[src/rtl/cache_arbiter.sv]
// cache_arbiter: two-port round-robin arbiter in front of a single-ported cache.
// A granted request is registered onto c_data/c_address/c_mode, the arbiter waits
// for the cache to drop c_response (or for a timeout), then pulses the granted
// port's ack for one cycle with read data on rdata.
//
// Ports
//   clk, rst                  clock, asynchronous active-high reset
//   req0/1, mode0/1           request (held until ack), 1 = write / 0 = read
//   addr0/1, wdata0/1         word address and write data per port
//   ack0/1, rdata0/1          one-cycle completion pulse, read data valid with ack
//   c_data, c_address, c_mode request presented to the cache (change on grant only)
//   c_response, c_out         cache busy flag and cache read data
//   busy                      high while a transaction is in WAIT or DONE
//   miss_count                saturating count of transactions that saw a miss
//   err                       sticky timeout flag, cleared only by reset
module cache_arbiter #(
  parameter int unsigned SIZE_RAM = 4096,
  parameter int unsigned TIMEOUT  = 255
) (
  input  logic        clk,
  input  logic        rst,
  input  logic        req0,
  input  logic        req1,
  input  logic        mode0,
  input  logic        mode1,
  input  logic [31:0] addr0,
  input  logic [31:0] addr1,
  input  logic [31:0] wdata0,
  input  logic [31:0] wdata1,
  output logic        ack0,
  output logic        ack1,
  output logic [31:0] rdata0,
  output logic [31:0] rdata1,
  output logic [31:0] c_data,
  output logic [31:0] c_address,
  output logic        c_mode,
  input  logic        c_response,
  input  logic [31:0] c_out,
  output logic        busy,
  output logic [15:0] miss_count,
  output logic        err
);

  localparam int unsigned CNT_W = (TIMEOUT < 2) ? 1 : $clog2(TIMEOUT + 1);

  typedef enum logic [1:0] {
    IDLE = 2'd0,
    WAIT = 2'd1,
    DONE = 2'd2
  } state_t;

  state_t           state;
  logic             grant;        // port owning the current transaction
  logic             last_grant;   // port granted most recently
  logic [CNT_W-1:0] wait_cnt;
  logic             grant_next_c;

  // Sole requester wins; on contention the port not granted last wins.
  assign grant_next_c = (req0 && req1) ? ~last_grant : req1;

  // The cache compares addresses modulo its RAM size, so present the reduced index.
  function automatic logic [31:0] ram_index(input logic [31:0] a);
    return a % 32'(SIZE_RAM);
  endfunction

  // Arbiter FSM with registered outputs.
  always_ff @(posedge clk or posedge rst) begin
    if (rst) begin
      state      <= IDLE;
      grant      <= 1'b0;
      last_grant <= 1'b1;
      wait_cnt   <= '0;
      ack0       <= 1'b0;
      ack1       <= 1'b0;
      rdata0     <= '0;
      rdata1     <= '0;
      c_data     <= '0;
      c_address  <= '0;
      c_mode     <= 1'b0;
      busy       <= 1'b0;
      miss_count <= '0;
      err        <= 1'b0;
    end else begin
      ack0 <= 1'b0;
      ack1 <= 1'b0;
      case (state)
        IDLE: begin
          if (req0 || req1) begin
            grant      <= grant_next_c;
            last_grant <= grant_next_c;
            c_data     <= grant_next_c ? wdata1 : wdata0;
            c_address  <= ram_index(grant_next_c ? addr1 : addr0);
            c_mode     <= grant_next_c ? mode1 : mode0;
            wait_cnt   <= '0;
            busy       <= 1'b1;
            state      <= WAIT;
          end
        end
        WAIT: begin
          if (!c_response) begin
            // Writes leave the requester's read data untouched.
            if (!c_mode) begin
              if (grant) rdata1 <= c_out;
              else       rdata0 <= c_out;
            end
            state <= DONE;
          end else begin
            // A miss is counted once per transaction, on the first busy sample.
            if (wait_cnt == '0 && miss_count != 16'hFFFF)
              miss_count <= miss_count + 16'd1;
            wait_cnt <= wait_cnt + CNT_W'(1);
            if (wait_cnt == CNT_W'(TIMEOUT - 1)) begin
              err   <= 1'b1;
              state <= DONE;
            end
          end
        end
        DONE: begin
          if (grant) ack1 <= 1'b1;
          else       ack0 <= 1'b1;
          busy  <= 1'b0;
          state <= IDLE;
        end
        default: state <= IDLE;
      endcase
    end
  end

endmodule

[config.mk]
export PLATFORM = sky130hd
export DESIGN_NAME = cache_arbiter
export DESIGN_NICKNAME = d
export VERILOG_FILES = /design/src/rtl/cache_arbiter.sv
export SDC_FILE = /design/constraint.sdc
export NUM_CORES = 1
export LEC_CHECK = 0
export ABC_AREA = 1
export BUFFER_PORTS_ARGS = -buffer_cell sky130_fd_sc_hd__buf_2
export CORE_MARGIN = 2
export CORE_UTILIZATION = 43
export CTS_BUF_LIST = sky130_fd_sc_hd__clkbuf_4
export DETAILED_ROUTE_END_ITERATION = 16
export GPL_TIMING_DRIVEN = 0
export HOLD_SLACK_MARGIN = 0.06
export PLACE_DENSITY = 0.77
export SYNTH_ARGS = -nofsm -noshare
export SYNTH_HDL_FRONTEND = slang
export SYNTH_SLANG_ARGS = --single-unit
[constraint.sdc]
create_clock -name clk -period 4.45 [get_ports clk]
set_input_delay 0.89 -clock clk [delete_from_list [all_inputs] [get_ports clk]]
set_output_delay 0.89 -clock clk [all_outputs]
set_load 0.03 [all_outputs]
==> results.cfg, run 1 <==
[status]
status = complete, no violations

[critical_path]
r2r-start = miss_count[0]
cp.arrival_ns = 1.30
endpoint_kind = output pin
cp.depth = 1
worstPathMaxFanout = 7
r2r-end = miss_count[0]
r2r_slack_ns = 2.62
worst_setup_path_start_kind = flip-flop
crit_buf_inv = 1
cp_top_family = flip-flops
slowest_stage = dfrtp_1
reg2regPathDepth = 8
worstSetupPathType = flip-flop to output pin
crit_start = miss_count[8]
max_stage_delay_ns = 0.51
critPathRequiredTime_ns = 3.56
crit_end = miss_count[8]
crit_path_cell_trace = buf_2

[layout]
fin_area_mm2 = 0.00821
finalNetCount = 1207
nFillCells = 1358
finish.utilization_pct = 57.1
final_cell_mix = 257 x buf_2, 187 x nand2_1, 157 x o21ai_0
drive_above_1_share_pct = 31.5
stdcell_count = 1233
areaGrowthSynthToFinish_pct = 30.7
final_common_cell = buf_2
multi_input_area_mm2 = 0.00230
seq_area_mm2 = 0.00353

[global_route]
antenna_found_initial = 1
grt_pass1_vias = 6088
grt_overflow_total = 0
grt_util_all_layers_pct = 23.5
grt_max_degree = 43
grt_pass1_wl_mm = 29.3

[detailed_routing]
dr.first_iter.drc_count = 319
routedWlPerCell_um = 14.6
drtAntennaViolNets = 0
vias = 6072
drc = 0
drt-pass1-iter-count = 5
via_per_inst = 4.92
drt-total-wl_mm = 18.0

[placement]
place_area_mm2 = 0.00792
dpl.cell_count = 1201
hpwl_mm = 13.8
pre_cts_ws_ns = 2.14
place.gp.congestion = 0.851
port_buffers = 255

[yosys]
synthCells = 740
synth.area.top_cells = dfrtp_1 56%, o21ai_0 13%, nand2_1 11%
async_flop_share_pct = 100
seq_area_frac_synth_pct = 56.2
ys_ff_latch = 141
synth_area_mm2 = 0.00628
synth.top_cell.area_share_pct = 55.8
ys_warn_count = 0
synth-main-ff-cell = dfrtp_1
syn_avg_cell_area_um2 = 8.48
yosys.area.top_type = dfrtp_1
synth-edff-count = 0
synth_cell_types = 30

[sta]
worst_pin_slew_ns = 0.698
max_slew_margin_pct = 53.4
postLayoutSetupSlackWorst_ns = 2.26
tns_ns = 0
period_minus_slack_ns = 2.19
hold_viol_final = 0
fmax_mhz = 456
setup_viol = 0
finalClockSkew_ns = 0.0115
rsz0062_at_grt = no
finalCritPeriodShare_pct = 49.3
finalMaxSlewViolations = 0

[die]
num_rows = 44
die_w_um = 125
coreArea_mm2 = 0.0144
initial_core_util_pct = 43.7
io_pins = 316
die_area_mm2 = 0.0156
die_h_um = 125

[clocking]
clkTransAtPathRegs_ns = 0.12
clockBufferDepth = 2
numCtsBuffers = 17
cts_max_level = 4
clockRootBuffer = clkbuf_4
clk_latency_ns = 0.54
cts_sinks = 141
cts.repair.resized = 0
cts_tree = done
postCtsSetupBuffers = 0
postCtsHoldBufs = 0

[power]
power_density_mw_per_mm2 = 703
vdd_drop_max_mv = 0.425
p_leak_uw = 0.00442

[run]
max_cap_viol_count = 0

[worst_hold_path]
hp-class = input port to async pin
==> cell usage after synthesis (2+ instances only) <==
master,instances
a21oi_1,4
buf_2,2
buf_4,20
clkbuf_1,28
dfrtp_1,140
ha_1,4
inv_1,62
nand2_1,187
nand2_2,5
nand3_1,17
nand3_2,3
nand3b_1,4
nand4_1,8
nor2_1,71
nor2_2,2
nor2_4,4
nor3_1,6
o21ai_0,157
o21ai_1,4
xnor2_1,2
==> how the worst min path moves through the flow <==
stage	cells after the start	startpoint	end
global placement	2	busy	busy
global route	2	rst	rdata0[12]
floorplan	1	grant	ack0
detailed placement	1	grant	ack0
finish	2	rst	rdata0[7]
CTS	2	rst	rdata0[12]
==> state kept, by name, summed over array words and instances, names as in the netlist <==
name        count
ack1            1
ack0            1
rdata1         32
busy            1
rdata0         32
c_mode          1
c_data         32
last_grant      1
grant           1
wait_cnt        8
err             1
c_address      12
miss_count     16
state           2
==> area by class of cell <==
class,instances,area share [%]
Multi-Input combinational cell,504,28.1
Sequential cell,141,43.0
Clock inverter,13,1.83
Inverter,63,2.93
Buffer,51,3.37
Timing Repair Buffer,258,16.3
Antenna cell,1,0.0305
Clock buffer,18,1.65
Tap cell,184,2.81
==> metrics by stage <==
step	hold slack, ns	total power [µW]
after global routing	0.440	6150
after CTS	0.415	5800
after detailed placement	0.459	4940
after floorplan	0.443	3990
after global placement	0.452	4850
final	0.441	5770
==> where the power goes <==
| group | internal (µW) | leakage (µW) | switching, µW |
|---|---|---|---|
| registers | 1810 | 0.00178 | 329 |
| clock network | 386 | 0.000151 | 468 |
| logic | 758 | 0.00249 | 2010 |
==> cell families after synthesis <==
| group | count (synthesis) | synth area share [%] |
|---|---|---|
| and+or+nand+nor | 309 | 20.6 |
| AOI/OAI and AO/OA | 167 | 13.4 |
| DFF | 141 | 56.2 |
| buffers and inverters | 114 | 8.17 |
| xor gates and xnor gates | 4 | 0.678 |
| adders and majority gates | 4 | 0.797 |
| other | 1 | 0.0598 |
==> routing by layer <==
metal / track usage, % / part of all wire (%)
met3: 7.60 / 8.2
met4: 8.63 / 2.6
met2: 39.6 / 50
met1: 28.2 / 40
met5: 0 / 0
(Power assumes the default switching activity.)
==> run 2, diff against run 1 <==
--- a/config.mk
+++ b/config.mk
@@ -7,13 +7,13 @@
 export LEC_CHECK = 0
 export ABC_AREA = 1
 export BUFFER_PORTS_ARGS = -buffer_cell sky130_fd_sc_hd__buf_2
-export CORE_MARGIN = 2
-export CORE_UTILIZATION = 43
+export CORE_AREA = 2 2 123 125
 export CTS_BUF_LIST = sky130_fd_sc_hd__clkbuf_4
 export DETAILED_ROUTE_END_ITERATION = 16
+export DIE_AREA = 0 0 125 127
 export GPL_TIMING_DRIVEN = 0
 export HOLD_SLACK_MARGIN = 0.06
-export PLACE_DENSITY = 0.77
+export PLACE_DENSITY = 0.74
 export SYNTH_ARGS = -nofsm -noshare
 export SYNTH_HDL_FRONTEND = slang
 export SYNTH_SLANG_ARGS = --single-unit
==> constraint.sdc (replaced) <==
create_clock -name clk -period 2.2 [get_ports clk]
set_input_delay 0.44 -clock clk [delete_from_list [all_inputs] [get_ports clk]]
set_output_delay 0.44 -clock clk [all_outputs]
set_load 0.03 [all_outputs]
==> run 2 against run 1 <==
Cell count rose by 0.16%. Highest routed layer unchanged. Count of clock-buffer cells in the layout shrank 1. Wire length fell by 0.42%. Via count shrank 2.2%.
==> results.cfg, run 2 (synthesis gave the netlist of run 1 again) <==
[status]
status = complete, no violations

[clocking]
clk_latency_ns = 0.54
numCtsBuffers = 17
cts.repair.resized = 0
cts_max_level = 4
cts_tree = done
clockRootBuffer = clkbuf_4
clkTransAtPathRegs_ns = 0.14
postCtsSetupBuffers = 0
postCtsHoldBufs = 1
clockBufferDepth = 2
cts_sinks = 141

[sta]
fmax_mhz = 530
finalMaxSlewViolations = 0
finalCritPeriodShare_pct = 85.8
setup_viol = 0
rsz0062_at_grt = no
finalClockSkew_ns = 0.0255
period_minus_slack_ns = 1.89
max_slew_margin_pct = 47.2
worst_pin_slew_ns = 0.790
tns_ns = 0
hold_viol_final = 0

[worst_hold_path]
hp-class = input port to flip-flop
min-delay-start = c_out[31]

[layout]
fin_area_mm2 = 0.00820
drive_above_1_share_pct = 31.5
final_common_cell = buf_2
final_cell_mix = 257 x buf_2, 187 x nand2_1, 157 x o21ai_0
areaGrowthSynthToFinish_pct = 30.6
reg.largest.list = c_data x32, rdata0 x32, rdata1 x32
stdcell_count = 1235
finalNetCount = 1208

[power]
power_density_mw_per_mm2 = 1400
finalPower_uw = 11500
p_leak_uw = 0.00440
vdd_drop_max_mv = 0.962

[critical_path]
cp.arrival_ns = 2.31
critPathRequiredTime_ns = 2.62
crit_start = last_grant
worstSetupPathType = flip-flop to flip-flop
cpMostUsedCell = o21ai_0
r2r-start = last_grant
worst_setup_path_start_kind = flip-flop
crit_path_cell_trace = nand2_1 > nand2_2 > inv_1 > clkbuf_1 > o21ai_0 > o21ai_0
max_stage_delay_ns = 0.56
endpoint_kind = flip-flop
worstPathMaxFanout = 10
slowest_stage = dfstp_2

[placement]
place_area_mm2 = 0.00792
port_buffers = 255
hpwl_mm = 13.8
dpl.cell_count = 1201
place.gp.congestion = 0.886

[die]
num_rows = 44
io_pins = 316
die_w_um = 125
die_h_um = 127
die_area_mm2 = 0.0159
coreArea_mm2 = 0.0144
initial_core_util_pct = 43.5

[global_route]
grt_util_all_layers_pct = 22.6
grt_overflow_total = 0
grt_max_degree = 39
antenna_found_initial = 1
grt_pass1_wl_mm = 28.7
grt_pass1_vias = 5793

[detailed_routing]
vias = 5937
dr.first_iter.drc_count = 316
drtAntennaViolNets = 0
drt-pass1-iter-count = 4
via_per_inst = 4.81
drc = 0
routedWlPerCell_um = 14.5
drt-total-wl_mm = 18.0

[run]
max_cap_viol_count = 0
-- run 2: cell types whose count changed in the layout (fill, tap and decap cells not counted), sizes merged --
cell and change:
inv +5, clkbuf -1, dlygate4sd3 +1, clkinvlp +1
bufinv -2, clkinv -2
-- run 2: through the flow --
stage	setup WS, ns	utilization (%)	hold slack [ns]
6_report	0.313	56.8	0.143
4_1_cts	0.328	56.8	0.0980
3_3_place_gp	-0.925	54.5	0.451
5_1_grt	0.206	56.8	0.0898
3_5_place_dp	0.254	54.9	0.459
2_1_floorplan	-0.00227	-	0.443
-- run 2: layout make-up --
cell class | count | area [µm²]
Tap cell | 184 | 230
Antenna cell | 1 | 2.50
Inverter | 63 | 240
Sequential cell | 141 | 3530
Multi-Input combinational cell | 504 | 2300
Timing Repair Buffer | 259 | 1350
Fill cell | 1373 | 6230
Clock buffer | 17 | 128
Clock inverter | 15 | 139
Buffer | 51 | 277
-- run 2: path summary, 6_finish.rpt --
| path | endpoint | slack [ns] | depth (start not counted) |
|---|---|---|---|
| max in group asynchronous | last_grant | 0.91 | 4 |
| worst min register to register | ack0 | 0.49 | 1 |
| worst min-delay path | rdata0[31] | 0.14 | 3 |
| worst max-delay path | c_data[31] | 0.31 | 6 |
| worst max register to register | c_data[31] | 0.31 | 6 |
| min in group asynchronous | rdata0[10] | 0.58 | 3 |
-- run 2: where the power goes --
| part | total, µW | switching [µW] | internal (µW) |
|---|---|---|---|
| clock network | 1600 | 1020 | 575 |
| registers | 4300 | 632 | 3670 |
| logic | 5600 | 4060 | 1530 |
-- run 2: metal layers --
metal	vias to the layer above	track usage, %	wire length (µm)
met2	230	38.3	8720
met3	31	7.75	1530
met4	0	8.50	436
met5	-	0	0
met1	2747	26.8	7280
li1	2929	-	-
-- run 2: worst max-delay path: cells and delay by family (launching register included) --
kind,cells,cell delay [ns]
AO/OA/AOI/OAI,2,0.39
buffers and inverters,2,0.51
flip-flops,1,0.56
AND/OR/NAND/NOR,2,0.31
==> run 3, diff against run 2 <==
--- a/config.mk
+++ b/config.mk
@@ -6,7 +6,7 @@
 export NUM_CORES = 1
 export LEC_CHECK = 0
 export ABC_AREA = 1
-export BUFFER_PORTS_ARGS = -buffer_cell sky130_fd_sc_hd__buf_2
+export BUFFER_PORTS_ARGS = -buffer_cell sky130_fd_sc_hd__buf_4
 export CORE_AREA = 2 2 123 125
 export CTS_BUF_LIST = sky130_fd_sc_hd__clkbuf_4
 export DETAILED_ROUTE_END_ITERATION = 16
==> run 3 against run 2 <==
Sequential power is 0.9% higher. Clock power is 26% higher. First-iteration DRC count grew 1.9%. Utilization grew 5.2 points. Sequential share of layout area down 3.6 points. Combinational power increased by 12%. Global-route usage rose by 1.1 points. Wire length is 3.2% higher. Highest routed layer unchanged. Die area unchanged. Worst setup slack improved by 0.052 ns. Critical path depth unchanged.
==> results.cfg, run 3 (synthesis gave the netlist of run 1 again) <==
[critical_path]
crit_start = last_grant
worstSetupPathType = flip-flop to flip-flop
max_stage_delay_ns = 0.55
cpMostUsedCell = o21ai_0
worstPathMaxFanout = 10
cp.arrival_ns = 2.26
worst_setup_path_start_kind = flip-flop
r2r-start = last_grant
crit_path_cell_trace = nand2_1 > nand2_2 > inv_1 > clkbuf_1 > o21ai_0 > o21ai_0
reg2regPathDepth = 6
slowest_stage = dfstp_2
endpoint_kind = flip-flop
critPathRequiredTime_ns = 2.62
r2r_slack_ns = 0.37

[sta]
postLayoutSetupSlackWorst_ns = 0.365
setup_viol = 0
finalMaxSlewViolations = 0
finalCritPeriodShare_pct = 83.4
period_minus_slack_ns = 1.83
rsz0062_at_grt = no
hold_viol_final = 0
finalClockSkew_ns = 0.0226
worst_pin_slew_ns = 0.648
fmax_mhz = 545
max_slew_margin_pct = 56.7

[layout]
final_cell_mix = 275 x buf_4, 187 x nand2_1, 157 x o21ai_0
nFillCells = 1274
areaGrowthSynthToFinish_pct = 42.5
reg.largest.list = c_data x32, rdata0 x32, rdata1 x32
fin_area_mm2 = 0.00894
finish.utilization_pct = 62.0
finalNetCount = 1209
drive_above_1_share_pct = 31.6
final_common_cell = buf_4

[global_route]
grt_overflow_total = 0
grt_util_all_layers_pct = 23.7
antenna_found_initial = 1
grt_pass1_wl_mm = 30.0
grt_max_degree = 33
grt_pass1_vias = 6068

[die]
initial_core_util_pct = 43.5
io_pins = 316
num_rows = 44
die_area_mm2 = 0.0159
die_w_um = 125
die_h_um = 127
coreArea_mm2 = 0.0144

[clocking]
numCtsBuffers = 17
cts.repair.resized = 0
cts_max_level = 4
postCtsSetupBuffers = 0
clockBufferDepth = 2
cts_sinks = 141
clk_latency_ns = 0.54
clkTransAtPathRegs_ns = 0.13
clockRootBuffer = clkbuf_4
postCtsHoldBufs = 1
cts_tree = done

[detailed_routing]
drtAntennaViolNets = 0
routedWlPerCell_um = 15.0
drt-pass1-iter-count = 4
drc = 0
drt-total-wl_mm = 18.5
via_per_inst = 4.79
dr.first_iter.drc_count = 322
vias = 5929

[placement]
place_area_mm2 = 0.00858
place.gp.congestion = 0.873
pre_cts_ws_ns = 0.247
port_buffers = 255
hpwl_mm = 14.3

[power]
p_comb_share_pct = 49.7
pwr-share-clk_pct = 15.9
pwr-share-seq_pct = 34.4
swShare_pct = 45.5
p_leak_uw = 0.00464
switchingPower_uw = 5750
vdd_drop_max_mv = 0.858
p_int_uw = 6870
power_density_mw_per_mm2 = 1410

[run]
max_cap_viol_count = 0

[worst_hold_path]
min-delay-start = c_out[1]
worstHoldPathCells = 3
hp-class = input port to flip-flop

[status]
status = complete, no violations
==> run 3: cell count changes in the layout (fill, tap and decap cells not counted), moves of 3 or more <==
cell,change
bufinv_16,+4
buf_4,+255
buf_2,-255
inv_6,-3
clkinvlp_4,-3
==> run 3: critical path, delay by kind of cell (launching register included) <==
| kind | cells | cell delay [ns] |
|---|---|---|
| buffers and inverters | 2 | 0.50 |
| DFF | 1 | 0.55 |
| AOI/OAI and AO/OA | 2 | 0.39 |
| and+or+nand+nor | 2 | 0.29 |
==> run 3: cell type report <==
| class | count | area, µm² | area share, % |
|---|---|---|---|
| clock buffers | 18 | 135 | 1.51 |
| well taps | 184 | 230 | 2.57 |
| multi-input cells | 504 | 2300 | 25.8 |
| repair buffers | 260 | 2000 | 22.4 |
| inverters | 63 | 240 | 2.69 |
| flip-flops and latches | 141 | 3530 | 39.5 |
| clock inverters | 14 | 215 | 2.41 |
| plain buffers | 51 | 277 | 3.09 |
| diodes | 2 | 5.00 | 0.0560 |
==> run 3: power by group through the flow <==
| stage | logic [µW] | clock network [µW] | registers (µW) |
|---|---|---|---|
| global placement | 6220 | 0 | 4350 |
| floorplan | 1740 | 0 | 6330 |
| detailed placement | 6340 | 0 | 4360 |
| global route | 6800 | 2180 | 4490 |
| CTS | 6330 | 2050 | 4330 |
| finish | 6270 | 2010 | 4340 |
==> run 3: through the flow <==
step                      power (µW)  instances  hold WS, ns  TNS (ns)
after floorplan                 8070        759        0.443    -0.317
final                          12600       1237        0.158         0
after global routing           13500       1237        0.109         0
after global placement         10600       1198        0.458   -131.29
after detailed placement       10700       1202        0.459         0
after CTS                      12700       1235        0.116         0
==> run 3: metal layers <==
metal | share of wire (%) | wire length [µm] | up-vias | GRT usage [%]
met5 | 0 | 0 | - | 0
met4 | 1.5 | 285 | 0 | 7.52
met3 | 7.9 | 1460 | 21 | 7.79
met2 | 50 | 9200 | 216 | 40.3
met1 | 41 | 7600 | 2756 | 28.9
li1 | - | - | 2936 | -
==> run 3: worst paths after layout <==
path / end
min in group asynchronous: rdata0[10]
worst max register to register: c_data[31]
max in group asynchronous: last_grant
worst min register to register: last_grant
worst min-delay path: rdata0[1]
worst max-delay path: c_data[31]
